## src/rtl/mem_access_unit.sv

```systemverilog
// Load/store unit between the pipeline MEM stage and a simple req/ack data bus.
// Handles lane alignment, sign/zero extension, misalignment and ack timeout.
module mem_access_unit #(
  parameter int ACK_TIMEOUT = 16
) (
  input  logic        clk,
  input  logic        reset,
  input  logic        mem_w,
  input  logic        mem_r,
  input  logic [31:0] addr,
  input  logic [31:0] wdata,
  input  logic [2:0]  dmtype,
  output logic [31:0] rdata,
  output logic        stall,
  output logic        misalign,
  output logic        bus_err,
  output logic        bus_req,
  output logic        bus_we,
  output logic [31:0] bus_addr,
  output logic [3:0]  bus_be,
  output logic [31:0] bus_wdata,
  input  logic        bus_ack,
  input  logic [31:0] bus_rdata
);

  typedef enum logic [1:0] {ST_IDLE, ST_WAIT, ST_DONE} state_t;

  localparam logic [7:0] TMO_LAST = 8'(ACK_TIMEOUT - 1);

  state_t      state, state_nxt;
  logic [7:0]  cnt_q;
  logic        err_q;
  logic        we_p0;
  logic [1:0]  addr_p0;
  logic [2:0]  dmtype_p0;

  logic        req;
  logic        is_word;
  logic        is_half;
  logic        mis;
  logic        timeout;

  function automatic logic [3:0] lane_be(input logic [2:0] dt, input logic [1:0] a);
    case (dt)
      3'd1, 3'd2: return 4'b0011 << {a[1], 1'b0};
      3'd3, 3'd4: return 4'b0001 << a;
      default:    return 4'b1111;
    endcase
  endfunction

  function automatic logic [31:0] lane_wdata(input logic [2:0] dt, input logic [31:0] d);
    case (dt)
      3'd1, 3'd2: return {2{d[15:0]}};
      3'd3, 3'd4: return {4{d[7:0]}};
      default:    return d;
    endcase
  endfunction

  function automatic logic [31:0] load_ext(input logic [31:0] word, input logic [1:0] a,
                                           input logic [2:0] dt);
    logic        [31:0] sh;
    logic signed [15:0] h;
    logic signed [7:0]  b;
    logic signed [31:0] ext;
    sh = word >> {a, 3'b000};
    h  = sh[15:0];
    b  = sh[7:0];
    case (dt)
      3'd1:    ext = h;
      3'd2:    ext = {16'h0000, sh[15:0]};
      3'd3:    ext = b;
      3'd4:    ext = {24'h000000, sh[7:0]};
      default: ext = sh;
    endcase
    return ext;
  endfunction

  assign req     = mem_r | mem_w;
  assign is_half = (dmtype == 3'd1) || (dmtype == 3'd2);
  assign is_word = !is_half && (dmtype != 3'd3) && (dmtype != 3'd4);
  assign mis     = (is_half && addr[0]) || (is_word && (addr[1:0] != 2'b00));
  assign timeout = (cnt_q == TMO_LAST);

  always_ff @(posedge clk) begin
    if (reset) state <= ST_IDLE;
    else       state <= state_nxt;
  end

  always_comb begin
    state_nxt = state;
    case (state)
      ST_IDLE: if (req && !mis) state_nxt = ST_WAIT;
      ST_WAIT: if (bus_ack || timeout) state_nxt = ST_DONE;
      ST_DONE: state_nxt = ST_IDLE;
      default: state_nxt = ST_IDLE;
    endcase
  end

  always_comb begin
    stall    = 1'b0;
    misalign = 1'b0;
    bus_err  = 1'b0;
    if (!reset) begin
      case (state)
        ST_IDLE: begin
          stall    = req && !mis;
          misalign = req && mis;
        end
        ST_WAIT: stall = 1'b1;
        ST_DONE: bus_err = err_q;
        default: ;
      endcase
    end
  end

  // Request capture in IDLE; WAIT works only from the latched copies
  always_ff @(posedge clk) begin
    if (reset) begin
      cnt_q     <= 8'd0;
      err_q     <= 1'b0;
      bus_req   <= 1'b0;
      bus_we    <= 1'b0;
      bus_be    <= 4'b0000;
      bus_addr  <= 32'h0;
      bus_wdata <= 32'h0;
      rdata     <= 32'h0;
    end else begin
      case (state)
        ST_IDLE: begin
          if (req && mis) begin
            rdata <= 32'h0;
          end else if (req) begin
            we_p0     <= mem_w;
            addr_p0   <= addr[1:0];
            dmtype_p0 <= dmtype;
            cnt_q     <= 8'd0;
            err_q     <= 1'b0;
            bus_req   <= 1'b1;
            bus_we    <= mem_w;
            bus_addr  <= {addr[31:2], 2'b00};
            bus_be    <= lane_be(dmtype, addr[1:0]);
            bus_wdata <= lane_wdata(dmtype, wdata);
          end
        end
        ST_WAIT: begin
          cnt_q <= cnt_q + 8'd1;
          if (bus_ack || timeout) begin
            bus_req <= 1'b0;
            bus_we  <= 1'b0;
            bus_be  <= 4'b0000;
          end
          // Ack wins over a coincident timeout
          if (bus_ack) begin
            rdata <= we_p0 ? 32'h0 : load_ext(bus_rdata, addr_p0, dmtype_p0);
          end else if (timeout) begin
            err_q <= 1'b1;
            rdata <= 32'h0;
          end
        end
        default: ;
      endcase
    end
  end

endmodule

```

## config.mk

```make
export PLATFORM = sky130hd
export DESIGN_NAME = mem_access_unit
export DESIGN_NICKNAME = d
export VERILOG_FILES = /design/src/rtl/mem_access_unit.sv
export SDC_FILE = /design/constraint.sdc
export NUM_CORES = 1
export LEC_CHECK = 0
export ABC_AREA = 1
export CORE_MARGIN = 2
export CORE_UTILIZATION = 41
export DETAILED_ROUTE_END_ITERATION = 8
export GPL_ROUTABILITY_DRIVEN = 0
export HOLD_SLACK_MARGIN = 0.08
export PLACE_DENSITY = 0.77
export SETUP_SLACK_MARGIN = 0.3
export SLEW_MARGIN = 10
export SYNTH_ARGS = -nofsm -noshare
export SYNTH_HDL_FRONTEND = slang
export SYNTH_SLANG_ARGS = --single-unit
export TNS_END_PERCENT = 30
```

## constraint.sdc

```tcl
create_clock -name clk -period 1.6 [get_ports clk]
set_input_delay 0.4 -clock clk [delete_from_list [all_inputs] [get_ports clk]]
set_output_delay 0.4 -clock clk [all_outputs]
set_load 0.05 [all_outputs]
```

==> results by group, run 1 <==
Run status
  • Status: finished, violations left
  • Failing checks: setup timing

Yosys
  • Synth unique cells: 39
  • EDFF count, synth: 6
  • Syn Inst Count: 920
  • Synth Area in Adders: 0.209%
  • Synthesized area: 5980 um2
  • Post-synth top area cell: dfxtp_1
  • Simple-Gate Fraction of Synth Area: 40.1%
  • Yosys top cell area share: 37.2%
  • Synth top area cells: dfxtp_1 (37%), nand2_1 (14%), nor2_1 (14%), o21ai_0 (7.2%), nand3_1 (6.6%)
  • Fraction of registers with async set/reset: 0%
  • Register area share after synthesis: 40.2%
  • Mux contribution to synthesized area: 0%
  • Main combinational cell family by area after synthesis: simple AND/OR/NAND/NOR gates
  • Syn avg cell area: 6.50 um2
  • Dominant synthesized flop cell: dfxtp_1
  • Synth Register Bits: 117
  • Synth Area in Compound Gates: 10.3%
  • Synth Area in XOR/XNOR: 0%
  • Ys Warns: 0

CTS
  • Root buffer cell: clkbuf_16
  • Sink Count: 117
  • Clock-pin slew on the worst setup and hold paths: 60 ps
  • CTS buffer count: 17
  • Latest clock arrival within the worst-skew pair: 430 ps
  • CTS Buffer Depth: 2
  • H-tree depth: 4
  • Hold_buf cts: 0
  • TritonCTS clock tree: done

STA
  • Final Hold Viols: 0
  • Setup TNS: -6550 ps
  • Worst Tran Pin Value: 813 ps
  • Rel. slew slack: 45.2%
  • Final-report max-slew violation count: 0
  • Worst Clk Skew: 13.4 ps
  • Final setup vio count: 91
  • Post-route setup slack: -306 ps
  • RSZ-0062 raised after global routing: yes
  • Period utilization: 119%
  • Post-layout min period: 1910 ps
  • FMAX: 525 MHz

Die
  • Die area: 15600 um2
  • Core Footprint: 14400 um2
  • Chip Width: 125 um
  • Die Ht: 125 um
  • Starting Density: 41.6%
  • Rows: 44
  • Io pins: 209

Run
  • Max Cap Viol: 0

Detailed routing
  • DRT Wirelength: 31.6 mm
  • Drt pass-1 iters: 7
  • DRC errors left: 0
  • Routed Antenna Nets: 0
  • Via count: 8356
  • Number of vias per cell: 5.85
  • DR WL/cell: 22.2 um
  • Iteration-0 DRC count of the detailed router: 993

GRT
  • M2 GR Usage: 56.6%
  • Total GRT Usage: 32.3%
  • Remaining Overflow, GRT: 0
  • Vias in the first global route: 7780
  • First-pass GRT wire length: 40.0 mm
  • Busiest grt layer: met2
  • Antenna violations before repair: 0
  • M3 GR Usage: 8.20%
  • Largest net degree at the start of global routing: 40
  • GRT met1 Usage: 35.9%

Worst setup path
  • Worst setup SP type: input port
  • Critical Path AT: 1510 ps
  • Kind of end point of the critical path: output port
  • Worst path required time: 1200 ps
  • CP Class: input port to output port
  • CP max FO: 4

Finish
  • Area Overhead vs Synth: 111%
  • Final core occ: 87.7%
  • Share of cells above drive strength 1: 42.9%
  • Antenna fix cells: 0
  • Fin area: 12600 um2
  • Nets: 1336
  • Seq. cell area: 2510 um2
  • Fillers: 589
  • Multi-input gate area: 4160 um2

Pwr
  • Leak: 5.52 nW
  • Power density cells: 1090 nW/um2
  • Max rail drop VDD: 0.739 mV
  • Total power: 13.8 mW

Placed design
  • Post-DP Area: 9900 um2
  • Detailed Place HPWL: 14.7 mm
  • Port buffer count: 206

Hold path
  • Worst hold path class: input port to flip-flop
-- state kept, by name (all words and copies together) (netlist names) --
register,count
bus_be,4
bus_req,1
bus_we,1
rdata,32
state,2
bus_addr,30
err_q,1
bus_wdata,32
we_p0,1
addr_p0,2
cnt_q,8
dmtype_p0,3
-- final timing paths --
kind,start,end,slack (ps),cells after the start
min,dmtype[0],dmtype_p0[0],270,2
min reg2reg,cnt_q[3],cnt_q[3],490,2
max,dmtype[0],stall,-310,10
max reg2reg,state[1],bus_wdata[24],-190,9
-- cell usage after synthesis, types with 2 or more instances --
cell type and instances:
o21ai_1 3, nand2_2 6, nand2_1 224, nand3_1 79
inv_1 61, inv_2 5, buf_4 6, nor2_1 217
nor2_2 2, o211ai_1 3, clkbuf_1 11, nand3_2 5
buf_6 4, o21ai_0 86, a21oi_1 20, buf_1 6
nor3b_2 4, dfxtp_1 111, edfxtp_1 6, nand2_4 3
nor3b_1 4, buf_2 28, nor3_1 10
-- stage by stage --
stage | setup slack [ps] | hold WS [ps] | std cells
after floorplan | -209 | 440 | 921
after global placement | -650 | 448 | 1330
after detailed placement | -707 | 473 | 1330
after CTS | -260 | 264 | 1403
after global routing | -332 | 266 | 1428
final | -306 | 270 | 1428
-- repair_timing --
action	CTS	global route
hold endpoints to repair	0	0
buffers inserted	28	18
pin swaps	52	56
resized for setup	213	216
gates cloned	13	7
endpoints found under the setup margin	220	215
-- power by group --
| group | switching [mW] | total [mW] | leakage, nW | internal, mW |
|---|---|---|---|---|
| registers | 0.435 | 3.75 | 0.993 | 3.32 |
| clock network | 1.58 | 3.93 | 0.284 | 2.35 |
| logic | 3.26 | 6.10 | 4.24 | 2.84 |
-- routing by layer --
| layer | vias to the layer above | wire, um |
|---|---|---|
| met1 | 3894 | 10700 |
| met5 | - | 0 |
| met2 | 682 | 15900 |
| li1 | 3558 | - |
| met3 | 222 | 2860 |
| met4 | 0 | 2210 |
-- cell usage in the layout, fill, tap and decap left out, types with 3 or more instances in the layout --
master | synthesis | routed
a21oi_1 | 20 | 18
buf_12 | 0 | 123
buf_16 | 0 | 12
buf_4 | 6 | 79
buf_6 | 4 | 16
buf_8 | 0 | 6
clkbuf_16 | 0 | 22
clkdlybuf4s50_1 | 0 | 95
clkinv_4 | 0 | 3
clkinvlp_4 | 0 | 3
dfxtp_1 | 111 | 63
dfxtp_2 | 0 | 29
dfxtp_4 | 0 | 19
edfxtp_1 | 6 | 6
inv_1 | 61 | 59
inv_4 | 1 | 5
inv_6 | 0 | 3
nand2_1 | 224 | 189
nand2_2 | 6 | 30
nand2_4 | 3 | 13
nand2_8 | 0 | 4
nand3_1 | 79 | 52
nand3_2 | 5 | 12
nand3_4 | 0 | 21
nor2_1 | 217 | 174
nor2_2 | 2 | 27
nor2_4 | 1 | 19
nor3_2 | 0 | 3
nor3_4 | 1 | 8
nor3b_2 | 4 | 4
nor3b_4 | 0 | 4
o211ai_1 | 3 | 3
o21ai_0 | 86 | 27
o21ai_1 | 3 | 14
o21ai_2 | 1 | 42
o21ai_4 | 0 | 7
-- critical path: stages --
cell and delay [ps]:
buf_12 110, nor2_4 160, nand2_2 100, nand3_4 110, buf_6 110, nand3_4 80
nand2_4 90, clkinv_4 60, nor2_4 130, buf_12 140
-- kinds of logic (layout without fill, tap and decap cells) --
logic type	count (synthesis)	after routing
DFF	117	117
buffers and inverters	123	442
adders and majority gates	1	1
and+or+nand+nor	561	565
other	1	2
AOI/OAI and AO/OA	117	117
-- final cells by class --
cell class / instances / share of cell area (%)
inverter: 68 / 2.53
tap: 184 / 1.83
timing repair inverter: 1 / 0.129
sequential: 117 / 19.9
multi-input combinational: 685 / 33.0
timing repair buffer: 341 / 37.9
clock inverter: 14 / 1.18
clock buffer: 18 / 3.49
(Power assumes the default switching activity.)
==> run 2: changes to the inputs <==
Settings changed: ABC_AREA 1 to not set, CORE_UTILIZATION 41 to 40, SLEW_MARGIN 10 to not set.
==> run 2 against run 1 <==
  * The flow still finishes with violations (setup timing)
  * Synthesized area shrank 11%
  * Synthesized cell count shrank 38%
  * Sequential power is 9.6% lower
  * Clock-buffer cell count grew 8
  * Non-clock buffer count down 41
  * Register-to-register slack got worse by 40 ps
  * Critical path type is now flip-flop to output port
  * Critical endpoint is now misalign
  * Largest cell class unchanged
==> results by group, run 2 <==
STA
  • Worst Clk Skew: 7.08 ps (-6.32 ps)
  • RSZ-0062 raised after global routing: yes
  • Final Hold Viols: 0 (unchanged)
  • FMAX: 495 MHz (-5.7%)
  • Rel. slew slack: 65.1% (+20 points)
  • Period utilization: 126% (+7.2 points)
  • Post-route setup slack: -422 ps (-116 ps)
  • Final setup vio count: 53 (-42%)
  • Worst Tran Pin Value: 522 ps (-291 ps)
  • Post-layout min period: 2020 ps (+116 ps)
  • Final-report max-slew violation count: 0 (unchanged)

Worst setup path
  • Kind of end point of the critical path: output port
  • Critical Path AT: 1620 ps (+110 ps)
  • Worst setup SP type: flip-flop
  • CP max FO: 3 (-1)
  • CP Class: flip-flop to output port
  • Worst path required time: 1200 ps (about the same)

Run
  • Max Cap Viol: 0 (unchanged)

Yosys
  • Synth Register Bits: 117 (unchanged)
  • Most frequent cell after synthesis: dfxtp_1
  • Yosys top cell area share: 41.9% (+4.8 points)
  • Synth top area cells: dfxtp_1 (42%), nand2_1 (6.8%), a21oi_1 (5.9%), o2bb2ai_2 (5.7%), mux2i_1 (4.7%)
  • Synthesized area: 5300 um2 (-11%)
  • Synth unique cells: 54 (+38%)
  • Fraction of registers with async set/reset: 0% (unchanged)
  • Ys Warns: 0 (unchanged)
  • Dominant synthesized flop cell: dfxtp_1
  • Post-synth top cells: dfxtp_1 (111), nand2_1 (96), a21oi_1 (63)
  • Syn Inst Count: 572 (-38%)
  • EDFF count, synth: 6 (unchanged)
  • Register area share after synthesis: 45.3% (+5.1 points)
  • Post-synth top area cell: dfxtp_1
  • Syn avg cell area: 9.27 um2 (+43%)

Run status
  • Status: finished, violations left
  • Failing checks: setup timing

Detailed routing
  • DRC errors left: 0 (unchanged)
  • Drt pass-1 iters: 5 (-2)
  • Number of vias per cell: 5.51 (-5.8%)
  • Iteration-0 DRC count of the detailed router: 420 (-58%)
  • Via count: 5699 (-32%)
  • Routed Antenna Nets: 0 (unchanged)
  • DR WL/cell: 20.1 um (-9.4%)
  • DRT Wirelength: 20.8 mm (-34%)

Hold path
  • Worst hold path class: input port to flip-flop

GRT
  • First-pass GRT wire length: 32.3 mm (-19%)
  • Remaining Overflow, GRT: 0 (unchanged)
  • Total GRT Usage: 29.1% (-3.2 points)
  • Vias in the first global route: 6050 (-22%)
  • Antenna violations before repair: 1 (+1)
  • Largest net degree at the start of global routing: 35 (-13%)

Finish
  • Share of cells above drive strength 1: 43.0% (+0.081 points)
  • Antenna fix cells: 0 (unchanged)
  • Fillers: 713 (+21%)
  • Commonest cells after routing, fill and taps aside: buf_12 (112), nand2_1 (95), clkdlybuf4s50_1 (95)
  • Final core occ: 78.1% (-9.6 points)
  • Nets: 953 (-29%)
  • Biggest regs: bus_wdata: 32 flops, rdata: 32 flops, bus_addr: 30 flops
  • Most common cell after layout, fill and taps aside: buf_12
  • Area Overhead vs Synth: 92.7%

CTS
  • Clock-pin slew on the worst setup and hold paths: 60 ps (about the same)
  • Sink Count: 117 (unchanged)
  • TritonCTS clock tree: done
  • CTS Buffer Depth: 2 (unchanged)
  • Root buffer cell: clkbuf_16
  • H-tree depth: 4 (unchanged)
  • CTS buffer count: 17 (unchanged)
  • Latest clock arrival within the worst-skew pair: 410 ps (-20 ps)

Die
  • Core Footprint: 13100 um2 (-8.9%)
  • Io pins: 209 (unchanged)
  • Rows: 42 (-4.5%)
  • Starting Density: 40.5% (-1.1 points)
  • Die area: 14200 um2 (-8.8%)
  • Chip Width: 119 um (-4.5%)
  • Die Ht: 119 um (-4.5%)

Pwr
  • Leak: 4.01 nW (-27%)
  • Total power: 10.2 mW (-26%)
  • Max rail drop VDD: 0.708 mV (-4.1%)
  • Power density cells: 994 nW/um2 (-9.1%)

Placed design
  • Port buffer count: 206 (unchanged)
  • Detailed Place HPWL: 13.8 mm (-6.4%)
==> run 2: cell types whose count changed after synthesis, sizes merged, moves of 18 or more <==
| cell | before | now |
|---|---|---|
| inv | 67 | 6 |
| mux2i | 0 | 25 |
| nor2 | 220 | 40 |
| nand2 | 233 | 96 |
| o2bb2ai | 0 | 24 |
| a21oi | 21 | 64 |
| o21ai | 90 | 29 |
| a22o | 0 | 18 |
| nand3 | 84 | 1 |
| a211oi | 0 | 29 |
==> run 2: per-layer routing <==
metal / track usage (%) / up-vias / wire (um)
met5: 0 / - / 0
met4: 13.0 / 0 / 916
met3: 12.5 / 85 / 2120
met2: 50.5 / 327 / 10300
met1: 30.5 / 2686 / 7420
li1: - / 2601 / -
==> run 2: area by class of cell <==
class / instances / area [um2] / share of cell area, %
Timing Repair Buffer: 300 / 4020 / 39.4
Sequential cell: 117 / 2480 / 24.3
Multi-Input combinational cell: 406 / 2920 / 28.6
Tap cell: 176 / 220 / 2.16
Clock buffer: 26 / 531 / 5.19
Clock inverter: 3 / 17.5 / 0.172
Inverter: 6 / 22.5 / 0.221
==> run 2: final timing paths <==
| check | to | startpoint | cells after the start | slack (ps) |
|---|---|---|---|---|
| setup / recovery | misalign | state[1] | 4 | -420 |
| hold / removal | state[1] | reset | 2 | 270 |
| setup reg to reg | rdata[22] | addr_p0[0] | 5 | -230 |
| hold reg to reg | bus_addr[24] | bus_addr[24] | 2 | 470 |
==> run 2: what timing repair did <==
action | CTS | global route
hold buffers | 0 | 0
pin swaps | 30 | 6
endpoints found under the setup margin | 219 | 220
gates cloned | 3 | 0
resized for setup | 131 | 14
setup buffers | 12 | 3
==> run 2: cells by family (layout without fill, tap and decap cells) <==
logic type,Yosys count,in the layout,synth area share [%]
simple gates,177,177,14.5
buf+inv,50,335,4.77
fa+ha+maj,1,1,0.236
compound gates,187,187,27.6
xor+xnor,6,6,1.13
other cells,1,2,0.0707
flops,117,117,45.3
mux,33,33,6.42
==> run 2: critical path, stage by stage, from the launching register on <==
cell and delay (ps):
dfxtp_2 320, o21bai_4 170, or3_4 390, nor3_4 160, buf_12 160
==> run 2: power by group <==
group,internal (mW),total (mW),switching [mW],leakage (nW)
clock,2.25,3.57,1.32,0.269
combinational,1.56,3.19,1.64,2.75
sequential,3.17,3.39,0.223,0.986
==> run 2: metrics by stage <==
step / setup WS (ps) / setup TNS (ps) / cell area, um2 / std cells / hold WS [ps]
final: -422 / -8450 / 10200 / 1034 / 267
after global routing: -470 / -13550 / 10200 / 1034 / 256
after CTS: -422 / -6750 / 10100 / 1031 / 253
after detailed placement: -750 / -76240 / 9110 / 987 / 486
after global placement: -701 / -70720 / 9110 / 987 / 471
after floorplan: -459 / -15020 / 5420 / 573 / 447
